## config.mk

```make
export PLATFORM = sky130hd
export DESIGN_NAME = branch_resolution_queue
export DESIGN_NICKNAME = d
export VERILOG_FILES = /design/src/rtl/bp_pkg.sv /design/src/rtl/brq_ring.sv /design/src/rtl/branch_resolution_queue.sv
export SDC_FILE = /design/constraint.sdc
export NUM_CORES = 1
export LEC_CHECK = 0
export CORE_ASPECT_RATIO = 0.9
export CORE_MARGIN = 8
export CORE_UTILIZATION = 59
export DETAILED_ROUTE_END_ITERATION = 16
export PLACE_DENSITY = 0.9
export SETUP_SLACK_MARGIN = 0.5
export SYNTH_ARGS = -nofsm -noshare
export SYNTH_HDL_FRONTEND = slang
export SYNTH_SLANG_ARGS = --single-unit
```

## constraint.sdc

```tcl
create_clock -name clk -period 8.5 [get_ports clk]
set_input_delay 2.125 -clock clk [delete_from_list [all_inputs] [get_ports clk]]
set_output_delay 2.125 -clock clk [all_outputs]
set_load 0.02 [all_outputs]
```

## src/rtl/bp_pkg.sv

```systemverilog
// Shared types and sizing for the branch resolution queue.
package bp_pkg;

    localparam int unsigned BRQ_DEPTH = 8;
    localparam int unsigned BRQ_PC_W  = 32;
    localparam int unsigned BRQ_PTR_W = $clog2(BRQ_DEPTH);

    typedef struct packed {
        logic [BRQ_PC_W-1:0] pc;
        logic                pred_br;
        logic                glob_pred;
        logic                loc_pred;
    } brq_entry_t;

endpackage

```

## src/rtl/brq_ring.sv

```systemverilog
// Circular buffer of predicted-branch entries with head/tail/count and a flush clear.
module brq_ring
    import bp_pkg::*;
#(
    parameter int unsigned DEPTH = BRQ_DEPTH
) (
    input  logic       clk,
    input  logic       rst,
    input  logic       clear,
    input  logic       push,
    input  logic       pop,
    input  brq_entry_t wdata,
    output brq_entry_t rdata,
    output logic       full,
    output logic       empty
);

    localparam int unsigned PtrW = $clog2(DEPTH);

    logic [PtrW-1:0] head;
    logic [PtrW-1:0] tail;
    logic [PtrW:0]   count;
    brq_entry_t      mem [DEPTH];

    logic push_ok;
    logic pop_ok;

    assign full    = (count == (PtrW+1)'(DEPTH));
    assign empty   = (count == '0);
    assign pop_ok  = pop && !empty;
    // A full ring still accepts a push when the head frees a slot in the same cycle.
    assign push_ok = push && (!full || pop_ok);
    assign rdata   = mem[head];

    always_ff @(posedge clk) begin
        if (rst || clear) begin
            head  <= '0;
            tail  <= '0;
            count <= '0;
        end else begin
            if (push_ok) tail <= tail + 1'b1;
            if (pop_ok)  head <= head + 1'b1;
            case ({push_ok, pop_ok})
                2'b10:   count <= count + 1'b1;
                2'b01:   count <= count - 1'b1;
                default: count <= count;
            endcase
        end
    end

    always_ff @(posedge clk) begin
        if (!rst && !clear && push_ok) mem[tail] <= wdata;
    end

endmodule

```

## src/rtl/branch_resolution_queue.sv

```systemverilog
// Pairs in-order fetch predictions with execute resolutions; drives predictor update and flush.
// Optional BRQ_STATS_EN adds saturating branch/mispredict counters.
module branch_resolution_queue
    import bp_pkg::*;
#(
    parameter int unsigned DEPTH    = BRQ_DEPTH,
    parameter int unsigned PC_WIDTH = BRQ_PC_W
) (
    input  logic                clk,
    input  logic                rst,
    input  logic                enq_valid,
    input  logic [PC_WIDTH-1:0] enq_pc,
    input  logic                enq_pred_br,
    input  logic                enq_glob_pred,
    input  logic                enq_loc_pred,
    output logic                full,
    input  logic                res_valid,
    input  logic                res_br_en,
    output logic                pred_ld,
    output logic                br_en,
    output logic [PC_WIDTH-1:0] upd_pc,
    output logic                glob_correct,
    output logic                loc_correct,
    output logic                mispredict,
`ifdef BRQ_STATS_EN
    output logic [31:0]         stat_branches,
    output logic [31:0]         stat_mispred,
`endif
    output logic                res_err
);

    brq_entry_t wentry;
    brq_entry_t head_entry;
    logic       ring_empty;
    logic       pop;
    logic       mis_now;

    assign wentry = '{pc: BRQ_PC_W'(enq_pc), pred_br: enq_pred_br,
                      glob_pred: enq_glob_pred, loc_pred: enq_loc_pred};

    assign pop     = res_valid && !ring_empty;
    assign mis_now = pop && (head_entry.pred_br != res_br_en);

    // Mispredict clears the ring: everything younger is wrong-path, including a same-cycle push.
    brq_ring #(
        .DEPTH (DEPTH)
    ) u_ring (
        .clk   (clk),
        .rst   (rst),
        .clear (mis_now),
        .push  (enq_valid),
        .pop   (pop),
        .wdata (wentry),
        .rdata (head_entry),
        .full  (full),
        .empty (ring_empty)
    );

    always_ff @(posedge clk) begin
        if (rst) begin
            pred_ld      <= 1'b0;
            br_en        <= 1'b0;
            upd_pc       <= '0;
            glob_correct <= 1'b0;
            loc_correct  <= 1'b0;
            mispredict   <= 1'b0;
            res_err      <= 1'b0;
        end else begin
            pred_ld      <= pop;
            br_en        <= pop && res_br_en;
            glob_correct <= pop && (head_entry.glob_pred == res_br_en);
            loc_correct  <= pop && (head_entry.loc_pred == res_br_en);
            mispredict   <= mis_now;
            if (pop) upd_pc <= PC_WIDTH'(head_entry.pc);
            if (res_valid && ring_empty) res_err <= 1'b1;
        end
    end

`ifdef BRQ_STATS_EN
    always_ff @(posedge clk) begin
        if (rst) begin
            stat_branches <= '0;
            stat_mispred  <= '0;
        end else begin
            if (pop && (stat_branches != '1)) stat_branches <= stat_branches + 1'b1;
            if (mis_now && (stat_mispred != '1)) stat_mispred <= stat_mispred + 1'b1;
        end
    end
`endif

endmodule

```

==> flow_metrics.env <==
export IMPL_status="finished, final reports clean"
export IMPL_hold_buffers=0
export IMPL_grt_pass1_vias=6601
export IMPL_cts_setup_buffers=0
export IMPL_gp_congestion=0.723
export IMPL_cp_slowest_cell="mux2i_2"
export IMPL_worstSetupPathType="in2reg"
export IMPL_switchingPower_uw=1170
export IMPL_synth_nets=660
export IMPL_fin_worst_skew_ps=14.8
export IMPL_path_cells="clkdlybuf4s50_1 > nand2b_1 > inv_2 > buf_4 > nand2_1 > mux2i_2 > nor4b_2 > buf_4"
export IMPL_path_max_fanout=70
export IMPL_core_region_area_um2=20700
export IMPL_netlist_area_um2=12400
export IMPL_clockRootBuffer="clkbuf_16"
export IMPL_setup_tns_ps=0
export IMPL_cts_max_level=1
export IMPL_synth_seq_area_share=0.761
export IMPL_combinationalPowerShare=0.228
export IMPL_critPathLaunchType="input pin"
export IMPL_cts_path_max_buffers=3
export IMPL_antenna_found_initial=2
export IMPL_ys_ff_latch=331
export IMPL_synth_warnings=0
export IMPL_rows=50
export IMPL_dpl_instance_area_um2=13500
export IMPL_max_slew_margin=0.199
export IMPL_hpwl_mm=14.4
export IMPL_p_int_uw=3090
export IMPL_drc_errors=0
export IMPL_p_leak_uw=0.00445
export IMPL_worstPathRequired_ps=8740
export IMPL_fin_crit_ps=4830
export IMPL_rrSetupSlack_ps=4850
export IMPL_max_stage_delay_ps=940
export IMPL_grt_max_degree=71
export IMPL_crit_path_frequent_cell="buf_4"
export IMPL_hp_class="reg2reg"
export IMPL_async_flop_share=0
export IMPL_avgViaCountPerCell=6.17
export IMPL_drt_antenna_violating_nets=0
export IMPL_grt_setup_unrepaired="no"
export IMPL_gr_usage_all_layers=0.199
export IMPL_die_x_um=169
export IMPL_nFillCells=1220
export IMPL_ys_types=35
export IMPL_synthCells=614
export IMPL_synth_ff_type="edfxtp_1"
export IMPL_nets=748
export IMPL_timing_rr_start="u_ring.count[0]$_SDFFE_PP0P_"
export IMPL_fmax_mhz=207
export IMPL_seq_power_share=0.474
export IMPL_cts_resized=0
export IMPL_die_height_um=154
export IMPL_routed_wl_mm=25.7
export IMPL_most_common_layout_cells="edfxtp_1, clkdlybuf4s50_1, mux4_2"
export IMPL_tritoncts="built"
export IMPL_min_delay_start="res_err$_SDFFE_PP0P_"
export IMPL_worstPathArrival_ps=5070
export IMPL_drt_initial_drc_count=607
export IMPL_start_util=0.599
export IMPL_finalMaxSlewViolations=0
export IMPL_power_frac_clock=0.298
export IMPL_maxCapViolCount=0
export IMPL_grt_pass1_wl_mm=38.7
export IMPL_io_buffers=78
export IMPL_dieArea_um2=25900
export IMPL_vias=6253
export IMPL_avgSynthCellArea_um2=20.2
export IMPL_clock_latency_ps=550
export IMPL_worstSetupEndpointType="register"
export IMPL_report_final_setup_viol=0
export IMPL_ios=79
export IMPL_fin_area_um2=14500
export IMPL_globalRouteOverflowTotal=0
export IMPL_switching_share=0.274
export IMPL_worstSetupStartpoint="res_valid"
export IMPL_ir_drop_mv=0.186
export IMPL_final_common_cell="edfxtp_1"
export IMPL_final_period_utilization=0.569
export IMPL_worst_pin_slew_ps=1180
export IMPL_cts_buffers=30
export IMPL_hold_worst_slack_ps=470
export IMPL_finalHoldViolations=0
export IMPL_synth_edf_count=280
export IMPL_post_drt_wl_per_cell_um=25.4
export IMPL_cts_sinks=331
export IMPL_power_density_nw_per_um2=295
export IMPL_dr_pass1_iters=5
export IMPL_clk_pin_slew_ps=60
export IMPL_syn2layout_area_growth_pct=16.6
export IMPL_drive_above_1_share=0.192
-- critical path: cells and delay by family --
kind | cells | cell delay (ps)
buffers and inverters | 4 | 1550
multiplexers | 1 | 940
AND/OR/NAND/NOR | 3 | 420
-- kinds of logic (layout without fill, tap and decap cells) --
group	count (synthesis)	in the layout	synth area share
buf+inv	42	152	0.0159
compound gates	41	41	0.0237
other cells	0	3	0
simple gates	76	76	0.0289
fa+ha+maj	6	6	0.00666
mux	110	110	0.158
flops	331	331	0.761
xor+xnor	8	8	0.00565
-- through the flow --
stage	utilization	total power (uW)	worst slack (ps)	instances
finish	0.698	4260	3670	1013
global route	0.698	4430	3480	1013
CTS	0.698	4300	3730	1010
detailed placement	0.653	3020	3200	956
global placement	0.653	2960	3310	956
floorplan	-	2700	1700	614
-- final timing paths --
| check | depth (start not counted) | to |
|---|---|---|
| worst min-delay path | 2 | res_err$_SDFFE_PP0P_ |
| worst max register to register | 8 | u_ring.count[3]$_SDFFE_PP0P_ |
| worst max-delay path | 8 | u_ring.mem[0][14]$_DFFE_PP_ |
| worst min register to register | 2 | res_err$_SDFFE_PP0P_ |
-- area by class of cell --
type	instances	area, um2	area share
timing repair buffer	92	881	0.0609
antenna	3	7.51	0.000519
clock buffer	41	843	0.0583
clock inverter	13	82.6	0.00571
inverter	6	22.5	0.00156
multi-input combinational	241	2820	0.195
sequential	331	9440	0.653
tap	286	358	0.0248
-- synth_stat cells (all sizes together) (2+ instances only) --
cell type | count | area share
dfxtp | 51 | 0.082
a21oi | 5 | 0.0020
nand3 | 2 | 0.00081
buf | 24 | 0.010
nand2b | 2 | 0.0010
xnor2 | 4 | 0.0028
mux2i | 41 | 0.033
nor4 | 7 | 0.0035
xor2 | 4 | 0.0028
inv | 6 | 0.0018
a211oi | 32 | 0.019
nor2 | 38 | 0.012
clkbuf | 12 | 0.0036
nor3 | 14 | 0.0057
nand2 | 5 | 0.0015
ha | 5 | 0.0050
edfxtp | 280 | 0.68
mux4 | 69 | 0.13
-- flip-flops by register name (all words and copies together), names as in the netlist, named ones only --
| signal | flops |
|---|---|
| u_ring.mem | 280 |
| upd_pc | 32 |
| u_ring.count | 4 |
| u_ring.head | 3 |
| u_ring.tail | 3 |
| br_en | 1 |
| glob_correct | 1 |
| loc_correct | 1 |
| mispredict | 1 |
| pred_ld | 1 |
| res_err | 1 |
-- metal layers --
layer  vias up  GRT usage  routed length (um)
li1       2668          -                   -
met1      3241      0.236                9640
met2       272      0.353               13500
met3        72     0.0320                1490
met4         0     0.0884                1050
met5         -          0                   0
-- power by group through the flow --
stage                     Combinational, uW  Clock [uW]  Sequential (uW)
after detailed placement                966           0             2050
after CTS                               982        1290             2020
after global routing                   1040        1360             2040
after floorplan                         618           0             2080
final                                   971        1270             2020
after global placement                  925           0             2040
(Power assumes the default switching activity.)
